===== src/rtl/nibble_accumulator.sv =====
// rtl/nibble_accumulator.sv - accumulates N_OPS nibbles through an external 4-bit adder
// Result is held on a valid/ready port until downstream takes it.
module nibble_accumulator #(
  parameter int N_OPS    = 4,
  parameter bit SATURATE = 1'b0
) (
  input  logic       clk,
  input  logic       rst_n,
  input  logic       clr,
  input  logic       in_valid,
  output logic       in_ready,
  input  logic [3:0] in_data,
  output logic [3:0] adder_a,
  output logic [3:0] adder_b,
  input  logic [3:0] adder_s,
  input  logic       adder_c,
  output logic       out_valid,
  input  logic       out_ready,
  output logic [3:0] out_sum,
  output logic       out_ovf
);

  typedef enum logic {ACC, HOLD} state_t;

  localparam logic [3:0] CNT_LAST = 4'(N_OPS - 1);

  state_t     state, state_nxt;
  logic [3:0] acc, acc_nxt;
  logic [3:0] cnt, cnt_nxt;
  logic       ovf, ovf_nxt;

  always_ff @(posedge clk or negedge rst_n) begin
    if (!rst_n) begin
      state <= ACC;
      acc   <= 4'h0;
      cnt   <= 4'h0;
      ovf   <= 1'b0;
    end else begin
      state <= state_nxt;
      acc   <= acc_nxt;
      cnt   <= cnt_nxt;
      ovf   <= ovf_nxt;
    end
  end

  always_comb begin
    state_nxt = state;
    acc_nxt   = acc;
    cnt_nxt   = cnt;
    ovf_nxt   = ovf;
    if (clr) begin
      state_nxt = ACC;
      acc_nxt   = 4'h0;
      cnt_nxt   = 4'h0;
      ovf_nxt   = 1'b0;
    end else begin
      case (state)
        ACC: begin
          if (in_valid) begin
            // Saturating mode pins the total at F once any add carries out.
            acc_nxt = (SATURATE && adder_c) ? 4'hF : adder_s;
            ovf_nxt = ovf | adder_c;
            if (cnt == CNT_LAST) begin
              cnt_nxt   = 4'h0;
              state_nxt = HOLD;
            end else begin
              cnt_nxt = cnt + 4'd1;
            end
          end
        end
        HOLD: begin
          if (out_ready) begin
            acc_nxt   = 4'h0;
            ovf_nxt   = 1'b0;
            state_nxt = ACC;
          end
        end
        default: state_nxt = ACC;
      endcase
    end
  end

  assign adder_a   = in_data;
  assign adder_b   = acc;
  assign in_ready  = (state == ACC);
  assign out_valid = (state == HOLD);
  assign out_sum   = acc;
  assign out_ovf   = ovf;

endmodule


===== config.mk =====
export PLATFORM = sky130hd
export DESIGN_NAME = nibble_accumulator
export DESIGN_NICKNAME = d
export VERILOG_FILES = /design/src/rtl/nibble_accumulator.sv
export SDC_FILE = /design/constraint.sdc
export NUM_CORES = 1
export LEC_CHECK = 0
export ABC_CLOCK_PERIOD_IN_PS = 2400
export CORE_MARGIN = 2
export CORE_UTILIZATION = 35
export CTS_CLUSTER_DIAMETER = 30
export DETAILED_ROUTE_END_ITERATION = 7
export DONT_BUFFER_PORTS = 1
export PLACE_DENSITY = 0.52
export SLEW_MARGIN = 20
export SYNTH_ARGS = -nofsm -noshare
export SYNTH_HDL_FRONTEND = slang
export SYNTH_SLANG_ARGS = --single-unit
export TNS_END_PERCENT = 10

===== constraint.sdc =====
create_clock -name clk -period 2.4 [get_ports clk]
set_input_delay 0.6 -clock clk [delete_from_list [all_inputs] [get_ports clk]]
set_output_delay 0.6 -clock clk [all_outputs]
set_load 0.05 [all_outputs]

==> results.py <==
metrics = {
    "cts": {
        "postCtsSetupRepairBufs": 0,
        "htree_levels": 1,
        "insertion_delay_ps": 260,
        "numCtsBuffers": 3,
        "clk_path_buf_depth": 2,
        "ctsRootBufferMaster": "clkbuf_4",
        "tritoncts": "yes",
        "cts.sinks": 10,
        "cts_resized": 0,
        "clkTransAtPathRegs_ps": 60,
        "ctsHoldBuffers": 0,
    },
    "global_routing": {
        "grt_max_degree": 11,
        "grt_use_total_pct": 12.1,
        "antenna_found_initial": 0,
        "grt_pass1_wl_microns": 1610,
        "grt_pass1_vias": 360,
        "overflow": 0,
    },
    "pwr": {
        "power_per_cell_area_mw_per_mm2": 649,
        "max-vdd-ir-drop_uv": 255,
        "p_total_mw": 0.353,
        "power_leakage_nw": 0.244,
    },
    "job": {
        "cap_violations": 0,
    },
    "sta": {
        "hold_ws_ps": 30.5,
        "worst_slew_pin_slew_ps": 919,
        "rsz0062_at_grt": "no",
        "clock.fmax_mhz": 554,
        "setup_tns_ps": 0,
        "layout_setup_ws_ps": 594,
        "slew_headroom_pct": 38.7,
        "period_minus_slack_ps": 1810,
        "finClkSkew_ps": 1.08,
        "hold_viol": 0,
        "setup_viol": 0,
        "drv_slew": 0,
        "finalCritPeriodShare_pct": 75.3,
    },
    "logic_synthesis": {
        "syn_inst": 58,
        "synth_seq_cells": 10,
        "synth_top_cell_by_area": "dfrtp_1",
        "avgSynthCellArea_sq_um": 9.79,
        "yosys_warnings": 0,
        "syn-cell-area_sq_um": 568,
        "synth_top_area_share_pct": 44.1,
        "synth_fp_nets": 73,
        "ys_top_cells_by_area": "dfrtp_1, buf_4, mux2_2, a21oi_1, a22oi_1",
        "ys_seq_area_share_pct": 44.1,
        "synth.distinct_cells": 21,
    },
    "layout": {
        "nNetsFinal": 69,
        "fillers": 161,
        "final_cells": 68,
        "syn2layout_area_growth_pct": -4.41,
        "drive_gt1_share_pct": 15.4,
        "final_cell_mix": "dfrtp_1, a21oi_1, nor2_1",
        "final_cell_area_sq_um": 543,
        "multi_input_area_sq_um": 231,
        "seq_area_sq_um": 250,
        "antenna_cells": 0,
        "layout_commonest_cell": "dfrtp_1",
        "utilization_pct": 36.0,
    },
    "route": {
        "drt_wl_total_microns": 922,
        "vias_per_cell": 5.38,
        "dr.pass1.iters": 2,
        "drtAntennaViolNets": 0,
        "dr_total_vias": 366,
        "wl_per_cell_microns": 13.6,
        "drc_errors": 0,
        "drt-initial-drc-count": 2,
    },
    "floorplan": {
        "num_rows": 14,
        "dieWidth_microns": 44.3,
        "num_io_pins": 29,
        "die_area_sq_mm": 0.00196,
        "initial_core_util_pct": 37.7,
        "design.core.area_sq_mm": 0.00151,
        "dieHeight_microns": 44.3,
    },
    "setup_path": {
        "crit_type": "flop to output pin",
        "cp_data_arrival_time_ps": 1210,
        "crit_path_end_kind": "output pin",
        "cp_data_required_time_ps": 1800,
        "cp_max_fo": 4,
        "cp-start-kind": "flop",
        "reg2reg_setup_slack_ps": 890,
    },
    "placement": {
        "io_buffers": 0,
        "gp_congestion": 0.739,
        "dp_hpwl_microns": 669,
        "dpl.cell_count": 65,
        "place_ws_ps": 869,
        "placed_area_sq_um": 520,
    },
    "run_status": {
        "status": "completed",
    },
    "worst_hold_path": {
        "hold_path.class": "input pin to asynchronous set/reset pin",
    },
}
[worst paths after layout]
check | from | endpoint | cells past startpoint
setup / recovery | adder_b[0]$_DFFE_PN0P_ | adder_b[0] | 0
hold / removal | rst_n | out_ovf$_DFFE_PN0P_ | 0
setup reg to reg | adder_b[3]$_DFFE_PN0P_ | adder_b[3]$_DFFE_PN0P_ | 3
hold reg to reg | cnt[1]$_DFFE_PN0P_ | cnt[1]$_DFFE_PN0P_ | 2
max in group asynchronous | rst_n | cnt[2]$_DFFE_PN0P_ | 0
min in group clk | clr | cnt[3]$_DFFE_PN0P_ | 1
[routing by layer]
metal	track usage [%]	up-vias	share of wire (%)
met5	0	-	0
met2	17.6	12	41
met1	14.1	169	50
met3	7.35	2	6.7
met4	5.45	0	1.8
li1	-	183	-
[layout make-up]
type / count / area share (%)
clock buffers: 3 / 4.15
flip-flops and latches: 10 / 46.1
multi-input cells: 35 / 42.6
inverters: 3 / 2.07
well taps: 16 / 3.69
repair buffers: 1 / 1.38
[state kept, by name (all words and copies together) (netlist names)]
name       count
cnt            4
out_valid      1
adder_b        4
out_ovf        1
[kinds of logic after synthesis]
kind of cell / count (synthesis) / synth area share [%]
multiplexers: 4 / 7.93
adder cells (fa/ha/maj): 1 / 2.20
buffers and inverters: 13 / 15.2
flip-flops: 10 / 44.1
AND/OR/NAND/NOR: 17 / 17.2
AO/OA/AOI/OAI: 13 / 13.4
[synthesized netlist by cell type]
master / count
and2b_1: 1
a21oi_1: 6
nor2b_1: 2
buf_1: 1
dfrtp_1: 10
a22oi_1: 4
or3_1: 2
nand2_1: 3
nand4b_1: 1
o21ai_0: 2
inv_1: 3
nand2b_4: 1
o22ai_1: 1
mux2_2: 3
nand3_1: 1
buf_4: 8
nor2_1: 5
ha_1: 1
nor3b_1: 1
mux2_1: 1
buf_6: 1
[power breakdown]
group | switching, mW | internal, mW | leakage, nW
clock | 0.0519 | 0.0577 | 0.0138
sequential | 0.0412 | 0.176 | 0.134
combinational | 0.0112 | 0.0148 | 0.0954
total | 0.104 | 0.248 | 0.244
No activity file was read; power rests on OpenSTA's default activity.
